**config.mk**
```make
export PLATFORM = sky130hd
export DESIGN_NAME = platform_tile_reader
export DESIGN_NICKNAME = d
export VERILOG_FILES = /design/src/rtl/platform_tile_reader.sv
export SDC_FILE = /design/constraint.sdc
export NUM_CORES = 1
export LEC_CHECK = 0
export CAP_MARGIN = 20
export CELL_PAD_IN_SITES_DETAIL_PLACEMENT = 2
export CELL_PAD_IN_SITES_GLOBAL_PLACEMENT = 2
export CORE_MARGIN = 2
export CORE_UTILIZATION = 36
export DETAILED_ROUTE_END_ITERATION = 10
export DONT_BUFFER_PORTS = 1
export MAX_ROUTING_LAYER = met4
export PLACE_DENSITY_LB_ADDON = 0.1
export SETUP_SLACK_MARGIN = 0.2
export SLEW_MARGIN = 20
export SYNTH_ARGS = -nofsm -noshare
export SYNTH_HDL_FRONTEND = slang
export SYNTH_SLANG_ARGS = --single-unit
```
**constraint.sdc**
```tcl
create_clock -name Clk -period 4.6 [get_ports Clk]
set_input_delay 0.92 -clock Clk [delete_from_list [all_inputs] [get_ports Clk]]
set_output_delay 0.92 -clock Clk [all_outputs]
set_load 0.01 [all_outputs]
```
**src/rtl/platform_tile_reader.sv**
```systemverilog
// Platform tile ROM read engine: maps DrawX/DrawY to a tile address across REPEAT_X copies
// and realigns ROM colour with coverage. Optional macro PLAT_TRANSPARENT_EN makes palette index 0 transparent.
module platform_tile_reader #(
  parameter int unsigned TILE_W   = 47,
  parameter int unsigned TILE_H   = 38,
  parameter int unsigned REPEAT_X = 4,
  parameter logic [9:0]  X0       = 10'd100,
  parameter logic [9:0]  Y0       = 10'd400
) (
  input  logic        Clk,
  input  logic        Reset_n,
  input  logic        frame_start,
  input  logic [9:0]  plat_x_in,
  input  logic [9:0]  plat_y_in,
  input  logic [9:0]  DrawX,
  input  logic [9:0]  DrawY,
  input  logic        pixel_valid,
  output logic [10:0] tile_address,
  input  logic [3:0]  tile_index_in,
  input  logic [7:0]  tile_r_in,
  input  logic [7:0]  tile_g_in,
  input  logic [7:0]  tile_b_in,
  output logic        is_platform,
  output logic [7:0]  Plat_R,
  output logic [7:0]  Plat_G,
  output logic [7:0]  Plat_B
);

  localparam logic [5:0]  COL_LAST = 6'(TILE_W - 1);
  localparam logic [3:0]  REP_END  = 4'(REPEAT_X);
  localparam logic [9:0]  TILE_H_V = 10'(TILE_H);
  localparam logic [10:0] TILE_W_A = 11'(TILE_W);

  logic [9:0]  px_q, px_d, py_q, py_d;
  logic [5:0]  col_q, col_d;
  logic [3:0]  rep_q, rep_d;
  logic [10:0] tile_address_q, tile_address_d;
  logic        hit1_q, hit1_d, hit2_q, hit2_d;
  logic        is_platform_q, is_platform_d;
  logic [23:0] rgb_q, rgb_d;

  logic [9:0]  ry_s;
  logic        row_in_s, col_in_s, start_s, hit_s, opaque_s;
  logic [5:0]  cur_col_s;
  logic [3:0]  cur_rep_s;
  logic [10:0] addr_s;

`ifdef PLAT_TRANSPARENT_EN
  assign opaque_s = (tile_index_in != 4'h0);
`else
  logic unused_index_s;
  assign unused_index_s = ^tile_index_in;
  assign opaque_s       = 1'b1;
`endif

  // Position shadow, column counters and stage 1 address/hit generation
  always_comb begin
    px_d = px_q;
    py_d = py_q;
    if (frame_start) begin
      px_d = plat_x_in;
      py_d = plat_y_in;
    end else begin
      px_d = px_q;
      py_d = py_q;
    end

    ry_s     = DrawY - py_q;
    row_in_s = (DrawY >= py_q) && (ry_s < TILE_H_V);
    start_s  = pixel_valid && (DrawX == px_q);

    // A new line (DrawX back at 0) parks the counters until px is seen again
    if (start_s) begin
      cur_col_s = 6'd0;
      cur_rep_s = 4'd0;
    end else if (pixel_valid && (DrawX == 10'd0)) begin
      cur_col_s = 6'd0;
      cur_rep_s = REP_END;
    end else begin
      cur_col_s = col_q;
      cur_rep_s = rep_q;
    end

    col_in_s = (cur_rep_s != REP_END);
    hit_s    = pixel_valid && row_in_s && col_in_s;

    col_d = col_q;
    rep_d = rep_q;
    if (pixel_valid) begin
      if (!col_in_s) begin
        col_d = 6'd0;
        rep_d = REP_END;
      end else if (cur_col_s == COL_LAST) begin
        col_d = 6'd0;
        rep_d = cur_rep_s + 4'd1;
      end else begin
        col_d = cur_col_s + 6'd1;
        rep_d = cur_rep_s;
      end
    end else begin
      col_d = col_q;
      rep_d = rep_q;
    end

    addr_s         = 11'(ry_s) * TILE_W_A + 11'(cur_col_s);
    tile_address_d = hit_s ? addr_s : 11'd0;
    hit1_d         = hit_s;
  end

  // Stages 2 and 3: wait out ROM latency, then merge coverage with ROM colour
  always_comb begin
    hit2_d        = hit1_q;
    is_platform_d = hit2_q && opaque_s;
    if (is_platform_d) begin
      rgb_d = {tile_r_in, tile_g_in, tile_b_in};
    end else begin
      rgb_d = 24'd0;
    end
  end

  // State and pipeline registers
  always_ff @(posedge Clk or negedge Reset_n) begin
    if (!Reset_n) begin
      px_q           <= X0;
      py_q           <= Y0;
      col_q          <= 6'd0;
      rep_q          <= REP_END;
      tile_address_q <= 11'd0;
      hit1_q         <= 1'b0;
      hit2_q         <= 1'b0;
      is_platform_q  <= 1'b0;
      rgb_q          <= 24'd0;
    end else begin
      px_q           <= px_d;
      py_q           <= py_d;
      col_q          <= col_d;
      rep_q          <= rep_d;
      tile_address_q <= tile_address_d;
      hit1_q         <= hit1_d;
      hit2_q         <= hit2_d;
      is_platform_q  <= is_platform_d;
      rgb_q          <= rgb_d;
    end
  end

  assign tile_address = tile_address_q;
  assign is_platform  = is_platform_q;
  assign Plat_R       = rgb_q[23:16];
  assign Plat_G       = rgb_q[15:8];
  assign Plat_B       = rgb_q[7:0];

endmodule

```
==> results of run 1 <==
metrics by stage:
stage / hold WS (ns) / worst slack (ns) / power, mW / util, %
floorplan: 0.331 / -0.541 / 3.03 / -
global placement: 0.333 / -0.679 / 3.94 / 42.7
detailed placement: 0.342 / -0.872 / 4.12 / 42.7
CTS: 0.252 / -0.365 / 5.42 / 47.0
global route: 0.247 / -0.501 / 5.98 / 47.5
finish: 0.272 / -0.363 / 5.47 / 47.5
power by group:
group	leakage, nW	total [mW]	switching [mW]	internal, mW
clock	0.153	0.720	0.281	0.439
sequential	0.888	0.717	0.0543	0.663
combinational	1.77	4.03	1.86	2.17
total	2.82	5.47	2.20	3.27
cells by family (layout without fill, tap and decap cells):
family | count (synthesis) | after routing
simple gates | 117 | 117
compound gates | 82 | 82
flops | 68 | 68
fa+ha+maj | 66 | 66
buf+inv | 65 | 142
xor+xnor | 29 | 29
mux | 13 | 13
layer usage:
layer	wire, um	up-vias
met4	215	0
met3	241	15
met5	0	-
met2	6890	46
li1	-	1626
met1	4870	1728
synthesized netlist by cell type, types with 5 or more instances:
cell	instances
dfrtp_1	61
inv_1	54
ha_1	48
nand2_1	27
and2_1	26
o21ai_0	23
nor2_1	19
xnor2_1	19
fa_1	18
a21oi_1	15
nor3_1	13
mux2_2	12
xor2_1	8
clkbuf_1	7
dfstp_2	7
nand3_1	7
nor2b_1	7
a21o_1	5
nand4_1	5
registers in the layout, indices dropped and copies added, names as in the netlist, 4 cells and up:
signal	count
col_q	6
px_q	10
py_q	10
rep_q	4
rgb_q	24
tile_address	11
worst paths after layout:
check / to / slack [ns] / cells past startpoint
min reg2reg: hit2_q$_DFF_PN0_ / 0.35 / 0
max: tile_address[10]$_DFF_PN0_ / -0.36 / 20
min in group Clk: hit2_q$_DFF_PN0_ / 0.35 / 0
max in group asynchronous: py_q[8]$_DFFE_PN1P_ / 4.15 / 0
max reg2reg: tile_address[10]$_DFF_PN0_ / -0.29 / 18
min: px_q[1]$_DFFE_PN0P_ / 0.27 / 0
worst register-to-register path: cells and delay by family, from the launching register on:
family,cells,cell delay (ns)
adder cells (fa/ha/maj),6,2.10
AO/OA/AOI/OAI,4,0.87
AND/OR/NAND/NOR,3,0.76
flip-flops,1,0.51
XOR/XNOR,2,0.34
buffers and inverters,3,0.17
final cells by class:
type / instances / area (sq um)
fill: 1346 / 6580
sequential: 68 / 1710
clock buffer: 10 / 239
timing repair buffer: 72 / 567
tap: 172 / 215
clock inverter: 6 / 70.1
multi-input combinational: 307 / 2920
inverter: 54 / 215
what timing repair did:
| item | in CTS | in global routing |
|---|---|---|
| pin swaps | 26 | 12 |
| setup endpoints to repair | 7 | 7 |
| gates resized for setup | 35 | 6 |
| cloned | 0 | 0 |
| buffers inserted | 7 | 2 |
==> flow_metrics.env, run 1 <==
export IMPL_synthMuxAreaShare_pct=3.17
export IMPL_cts_path_max_buffers=2
export IMPL_start_util_pct=36.6
export IMPL_drt_total_wl_um=12200
export IMPL_peakVddDrop_uv=445
export IMPL_violations="negative setup slack"
export IMPL_boundaryPins=108
export IMPL_min_period_ns=4.96
export IMPL_crit_fanout=3
export IMPL_synthDominantCellAreaShare_pct=33.3
export IMPL_post_route_period_util_pct=108
export IMPL_synth_top_family_by_area="adder cells"
export IMPL_drv_slew=0
export IMPL_portBuffers=0
export IMPL_place_area_sq_um=5350
export IMPL_grtUsageMet2_pct=36.4
export IMPL_final_cell_mix="buf_4 (65), dfrtp_1 (61), inv_1 (47)"
export IMPL_drc_errors=0
export IMPL_r2r_start="py_q[4]$_DFFE_PN1P_"
export IMPL_wl_per_cell_um=17.7
export IMPL_nets=650
export IMPL_synthAdderAreaFrac_pct=21.0
export IMPL_syn_area_sq_um=4580
export IMPL_relSlewSlack_pct=42.5
export IMPL_clk_pin_slew_ns=0.07
export IMPL_cap_violations=0
export IMPL_grtUsageTotal_pct=19.8
export IMPL_drt_iter0_markers=114
export IMPL_final_setup_worst_slack_ns=-0.363
export IMPL_setup_viol=6
export IMPL_antenna_found_initial=0
export IMPL_top_usage_layer="met2"
export IMPL_antenna_left=0
export IMPL_criticalPathCategory="primary input to flip-flop"
export IMPL_clk_latency_ns=0.35
export IMPL_synthArstFlopShare_pct=100
export IMPL_synth_simple_area_share_pct=13.6
export IMPL_startpoint_type="primary input"
export IMPL_chipWidth_um=117
export IMPL_slowest_stage="or4_4"
export IMPL_synth_xor_area_share_pct=6.00
export IMPL_synth_edff_count=0
export IMPL_die_y_um=117
export IMPL_finClkSkew_ns=0.0109
export IMPL_outcome="finished, violations left"
export IMPL_crit_path_start="DrawY[0]"
export IMPL_diodes=0
export IMPL_place_hpwl_um=9110
export IMPL_clock_sinks=68
export IMPL_synthFlopType="dfrtp_1"
export IMPL_cp_cell_sequence="inv_12, ha_4, inv_2, fa_2, a21o_2, a21oi_4, xor2_2, inv_2, fa_1, ha_1, inv_2, fa_1, fa_1, inv_2, ha_4, or4_4, o22ai_4, o21ai_1, xnor3_1, nor2_1"
export IMPL_grt_max_degree=69
export IMPL_hp_class="primary input to async pin"
export IMPL_core_sq_um=12500
export IMPL_fmax_ghz=0.202
export IMPL_synthTopCellsByArea="dfrtp_1 (33%), ha_1 (13%), fa_1 (7.9%)"
export IMPL_final_cell_area_sq_um=5940
export IMPL_grt_util_met1_pct=21.4
export IMPL_cp_required_ns=4.80
export IMPL_dp_cells=664
export IMPL_finalSetupTns_ns=-1.04
export IMPL_grt_pass1_wl_um=19700
export IMPL_synth_seq_cells=68
export IMPL_layout_drive_gt1_share_pct=32.7
export IMPL_cp_top_family="adder cells"
export IMPL_power_density_nw_per_um2=921
export IMPL_synthCells=440
export IMPL_rows=41
export IMPL_dr_pass1_iters=4
export IMPL_yosys_warnings=0
export IMPL_crit_path_end_kind="flip-flop"
export IMPL_fp_dieArea_sq_um=13700
export IMPL_grt_pass1_vias=3962
export IMPL_clock_root_buffer="clkbuf_16"
export IMPL_critPathBufInv=5
export IMPL_rsz0062_at_grt="yes"
export IMPL_mappedNetlistNets=578
export IMPL_final_common_cell="buf_4"
export IMPL_grt_use_met3_pct=3.50
export IMPL_area_growth_pct=29.6
export IMPL_place_congestion=0.764
export IMPL_crit_top_cell="inv_2"
export IMPL_slowest_delay_ns=0.56
export IMPL_avgSynthCellArea_sq_um=10.4
export IMPL_grt_remaining_overflow=0
export IMPL_hold_viol_final=0
export IMPL_via_count=3415
export IMPL_h_tree_depth=3
export IMPL_cts_tree="done"
export IMPL_synthDistinctLibCells=57
export IMPL_arrival_ns=5.17
export IMPL_seq_area_frac_synth_pct=37.3
export IMPL_vias_per_cell=4.96
export IMPL_synth_compound_area_share_pct=13.1
export IMPL_synth_top_cell_by_area="dfrtp_1"
export IMPL_postCtsHoldBufs=0
export IMPL_cts_buffers_inserted=9
export IMPL_tightest_slew_ns=0.856
export IMPL_p_leak_nw=2.82
export IMPL_fin_cells=689
(Power assumes the default switching activity.)
==> run 2: changes to the inputs <==
CORE_MARGIN = default   (was 2)
CORE_UTILIZATION = 40   (was 36)
clock period = 5.4 ns   (was 4.6 ns; I/O delays follow)
==> flow_metrics.env, run 2 (same netlist as run 1, synthesis figures left out) <==
export IMPL_relSlewSlack_pct=34.0
export IMPL_final_core_utilization_pct=50.3
export IMPL_cap_violations=0
export IMPL_rsz0062_at_grt="yes"
export IMPL_clock_root_buffer="clkbuf_16"
export IMPL_die_y_um=109
export IMPL_antenna_left=0
export IMPL_vias_per_cell=5.36
export IMPL_hold_viol_final=0
export IMPL_startpoint_type="primary input"
export IMPL_cp_required_ns=5.59
export IMPL_regMostFlops="rgb_q"
export IMPL_wl_per_cell_um=18.4
export IMPL_dr_pass1_iters=4
export IMPL_postCtsHoldBufs=0
export IMPL_cts_path_max_buffers=2
export IMPL_criticalPathCategory="primary input to flip-flop"
export IMPL_dp_cells=606
export IMPL_nets=616
export IMPL_core_sq_um=11000
export IMPL_setup_viol=0
export IMPL_via_count=3342
export IMPL_h_tree_depth=3
export IMPL_largest_reg_flops=24
export IMPL_fmax_ghz=0.195
export IMPL_drt_total_wl_um=11500
export IMPL_drv_slew=0
export IMPL_grt_max_degree=69
export IMPL_peakVddDrop_uv=815
export IMPL_chipWidth_um=109
export IMPL_place_hpwl_um=8680
export IMPL_clk_latency_ns=0.33
export IMPL_boundaryPins=108
export IMPL_cts_tree="done"
export IMPL_grt_pass1_vias=3903
export IMPL_clk_pin_slew_ns=0.06
export IMPL_post_route_period_util_pct=94.8
export IMPL_grtUsageTotal_pct=22.0
export IMPL_start_util_pct=41.7
export IMPL_grt_remaining_overflow=0
export IMPL_grt_pass1_wl_um=19100
export IMPL_diodes=0
export IMPL_tightest_slew_ns=0.980
export IMPL_drt_iter0_markers=65
export IMPL_min_period_ns=5.12
export IMPL_clock_sinks=68
export IMPL_rows=38
export IMPL_arrival_ns=5.31
export IMPL_finClkSkew_ns=0.00683
export IMPL_crit_path_end_kind="flip-flop"
export IMPL_fp_dieArea_sq_um=11900
export IMPL_drc_errors=0
export IMPL_place_congestion=0.763
export IMPL_area_growth_pct=20.6
export IMPL_crit_fanout=3
export IMPL_power_density_nw_per_um2=737
export IMPL_p_leak_nw=2.66
export IMPL_hp_class="flip-flop to flip-flop"
export IMPL_total_power_mw=4.07
export IMPL_final_common_cell="dfrtp_1"
export IMPL_outcome="complete, no violations"
export IMPL_antenna_found_initial=0
export IMPL_portBuffers=0
export IMPL_fin_cells=623
export IMPL_finalSetupTns_ns=0
export IMPL_cts_buffers_inserted=9
export IMPL_final_cell_mix="dfrtp_1 (61), inv_1 (51), ha_1 (41)"
export IMPL_layout_drive_gt1_share_pct=24.0
-- run 2: final cells by class --
| cell class | instances | area [sq um] |
|---|---|---|
| Tap cell | 140 | 175 |
| Inverter | 54 | 215 |
| Fill cell | 1112 | 5460 |
| Multi-Input combinational cell | 307 | 2770 |
| Sequential cell | 68 | 1710 |
| Clock buffer | 10 | 229 |
| Clock inverter | 6 | 138 |
| Timing Repair Buffer | 38 | 289 |
-- run 2: final timing paths --
path	depth (start not counted)	endpoint	start	slack, ns
min reg2reg	0	hit2_q$_DFF_PN0_	hit1_q$_DFF_PN0_	0.37
min	0	hit2_q$_DFF_PN0_	hit1_q$_DFF_PN0_	0.37
max reg2reg	18	tile_address[10]$_DFF_PN0_	py_q[4]$_DFFE_PN1P_	0.56
min in group asynchronous	0	py_q[9]$_DFFE_PN0P_	Reset_n	0.44
max	19	tile_address[10]$_DFF_PN0_	DrawY[0]	0.28
max in group asynchronous	0	px_q[5]$_DFFE_PN1P_	Reset_n	4.76
-- run 2: routing by layer --
layer	global-route usage [%]	up-vias	part of all wire, %
met5	-	-	0
li1	-	1562	-
met1	24.2	1695	40
met3	3.65	11	3.1
met2	40.2	74	55
met4	6.76	0	1.4
-- run 2: what timing repair did --
action | 4_1_cts | 5_1_grt
cloned | 0 | 0
endpoints found under the setup margin | 2 | 4
pin swaps | 0 | 7
buffers inserted | 0 | 1
gates resized for setup | 1 | 12
-- run 2: metrics by stage --
| stage | hold slack [ns] | setup slack (ns) | area, sq um |
|---|---|---|---|
| floorplan | 0.331 | 0.0993 | 4710 |
| global placement | 0.357 | -0.00699 | 5100 |
| detailed placement | 0.346 | -0.138 | 5100 |
| CTS | 0.371 | 0.229 | 5470 |
| global route | 0.378 | 0.0772 | 5530 |
| finish | 0.369 | 0.279 | 5530 |
-- run 2: critical path: stages --
cell and delay, ns:
inv_12 0.03, ha_4 0.11, inv_2 0.03, fa_2 0.38
a211oi_4 0.25, o21bai_1 0.12, a21oi_2 0.26, xnor2_4 0.18
ha_4 0.25, xor2_2 0.15, fa_1 0.52, fa_1 0.41
ha_1 0.29, ha_2 0.18, or4_1 0.54, o22ai_2 0.16
o21ai_1 0.10, xnor3_1 0.20, nor2_1 0.04
-- run 2: power breakdown --
part	switching [mW]	internal [mW]	total [mW]	leakage, nW
Combinational	1.34	1.40	2.74	1.60
Clock	0.223	0.499	0.723	0.177
Sequential	0.0448	0.565	0.610	0.888
==> run 3: changes to the inputs <==
GPL_ROUTABILITY_DRIVEN = 0   (was default)
MAX_ROUTING_LAYER = default   (was met4)
SLEW_MARGIN = default   (was 20)
==> flow_metrics.env, run 3 (same netlist as run 1, synthesis figures left out) <==
export IMPL_outcome="complete, no violations"
export IMPL_fmax_ghz=0.195
export IMPL_grt_pass1_wl_um=19100
export IMPL_criticalPathCategory="primary input to flip-flop"
export IMPL_rows=38
export IMPL_cts_path_max_buffers=2
export IMPL_clk_latency_ns=0.33
export IMPL_crit_path_end_kind="flip-flop"
export IMPL_min_period_ns=5.12
export IMPL_diodes=0
export IMPL_final_cell_mix="dfrtp_1 (61), inv_1 (51), ha_1 (41)"
export IMPL_grt_max_degree=69
export IMPL_cts_tree="done"
export IMPL_antenna_left=0
export IMPL_vias_per_cell=5.36
export IMPL_tightest_slew_ns=0.981
export IMPL_drt_total_wl_um=11400
export IMPL_cap_violations=0
export IMPL_h_tree_depth=3
export IMPL_grt_remaining_overflow=0
export IMPL_antenna_found_initial=0
export IMPL_cp_cell_sequence="inv_12, ha_4, inv_2, fa_2, a211oi_4, o21bai_1, a21oi_2, xnor2_4, ha_4, xor2_2, fa_1, fa_1, ha_1, ha_2, or4_1, o22ai_2, o21ai_1, xnor3_1, nor2_1"
export IMPL_drc_errors=0
export IMPL_p_leak_nw=2.66
export IMPL_relSlewSlack_pct=33.9
export IMPL_critPathBufInv=2
export IMPL_start_util_pct=41.7
export IMPL_power_density_nw_per_um2=737
export IMPL_cp_required_ns=5.59
export IMPL_clock_root_buffer="clkbuf_16"
export IMPL_slowest_delay_ns=0.54
export IMPL_hp_class="flip-flop to flip-flop"
export IMPL_grt_pass1_vias=3903
export IMPL_portBuffers=0
export IMPL_chipWidth_um=109
export IMPL_arrival_ns=5.31
export IMPL_clk_pin_slew_ns=0.06
export IMPL_fp_dieArea_sq_um=11900
export IMPL_area_growth_pct=20.6
export IMPL_boundaryPins=108
export IMPL_postCtsHoldBufs=0
export IMPL_peakVddDrop_uv=815
export IMPL_clock_sinks=68
export IMPL_regMostFlops="rgb_q"
export IMPL_setup_viol=0
export IMPL_dr_pass1_iters=4
export IMPL_crit_fanout=3
export IMPL_final_common_cell="dfrtp_1"
export IMPL_place_hpwl_um=8680
export IMPL_dp_slack_ns=-0.138
export IMPL_cts_buffers_inserted=9
export IMPL_post_route_period_util_pct=94.8
export IMPL_startpoint_type="primary input"
export IMPL_die_y_um=109
export IMPL_final_setup_worst_slack_ns=0.280
export IMPL_dp_cells=606
export IMPL_layout_drive_gt1_share_pct=24.0
export IMPL_fin_cells=623
export IMPL_drt_iter0_markers=61
export IMPL_slowest_stage="or4_1"
export IMPL_drv_slew=0
export IMPL_cp_top_family="adder cells"
export IMPL_largest_reg_flops=24
export IMPL_rsz0062_at_grt="yes"
export IMPL_hold_viol_final=0
export IMPL_grtUsageTotal_pct=21.4
export IMPL_finClkSkew_ns=0.00699
export IMPL_nets=616
export IMPL_core_sq_um=11000
export IMPL_wl_per_cell_um=18.4
export IMPL_via_count=3339
-- run 3: path summary, 6_finish.rpt --
path                                          start                          to  slack (ns)  cells after the start
worst max register to register  py_q[4]$_DFFE_PN1P_  tile_address[10]$_DFF_PN0_        0.56                     18
worst min register to register     hit1_q$_DFF_PN0_            hit2_q$_DFF_PN0_        0.37                      0
max in group asynchronous                   Reset_n         px_q[5]$_DFFE_PN1P_        4.76                      0
worst min-delay path               hit1_q$_DFF_PN0_            hit2_q$_DFF_PN0_        0.37                      0
worst max-delay path                       DrawY[0]  tile_address[10]$_DFF_PN0_        0.28                     19
min in group asynchronous                   Reset_n         py_q[9]$_DFFE_PN0P_        0.44                      0
-- run 3: through the flow --
step	hold slack, ns	instance area, sq um	utilization (%)	TNS (ns)	total power, mW
floorplan	0.331	4710	-	0	2.52
global placement	0.357	5100	46.4	-0.00699	3.06
detailed placement	0.346	5100	46.4	-0.375	3.22
CTS	0.371	5470	49.8	0	3.99
global route	0.378	5530	50.3	0	4.47
finish	0.369	5530	50.3	0	4.07
-- run 3: where the power goes --
part	total (mW)	leakage (nW)	switching [mW]	internal [mW]
clock network	0.723	0.177	0.224	0.499
logic	2.74	1.60	1.34	1.40
registers	0.610	0.888	0.0448	0.565
total	4.07	2.66	1.61	2.46
-- run 3: worst register-to-register path: stages, from the launching register on --
cell,delay (ns)
dfstp_2,0.52
inv_1,0.05
ha_1,0.31
nor2b_1,0.16
a221o_1,0.32
a211o_4,0.28
ha_1,0.29
inv_1,0.09
xnor2_1,0.10
fa_1,0.49
inv_1,0.07
fa_1,0.47
ha_1,0.31
ha_1,0.22
or4_1,0.53
o22ai_2,0.16
o21ai_1,0.10
xnor3_1,0.20
nor2_1,0.04
-- run 3: timing repair --
item                                   CTS  global route
endpoints found under the hold margin    0             0
resized for setup                        1            12
setup buffers                            0             1
pin swaps                                0             7
setup endpoints to repair                2             4
-- run 3: area by class of cell --
class | instances | area, sq um
fill | 1112 | 5460
multi-input combinational | 307 | 2770
sequential | 68 | 1710
timing repair buffer | 38 | 289
clock buffer | 10 | 229
inverter | 54 | 215
tap | 140 | 175
clock inverter | 6 | 138
-- run 3: metal layers --
layer	part of all wire (%)	GRT usage (%)	vias up
met5	0	0	-
met1	40	23.9	1691
li1	-	-	1563
met2	55	40.3	74
met3	3.6	4.12	11
met4	1.4	6.76	0
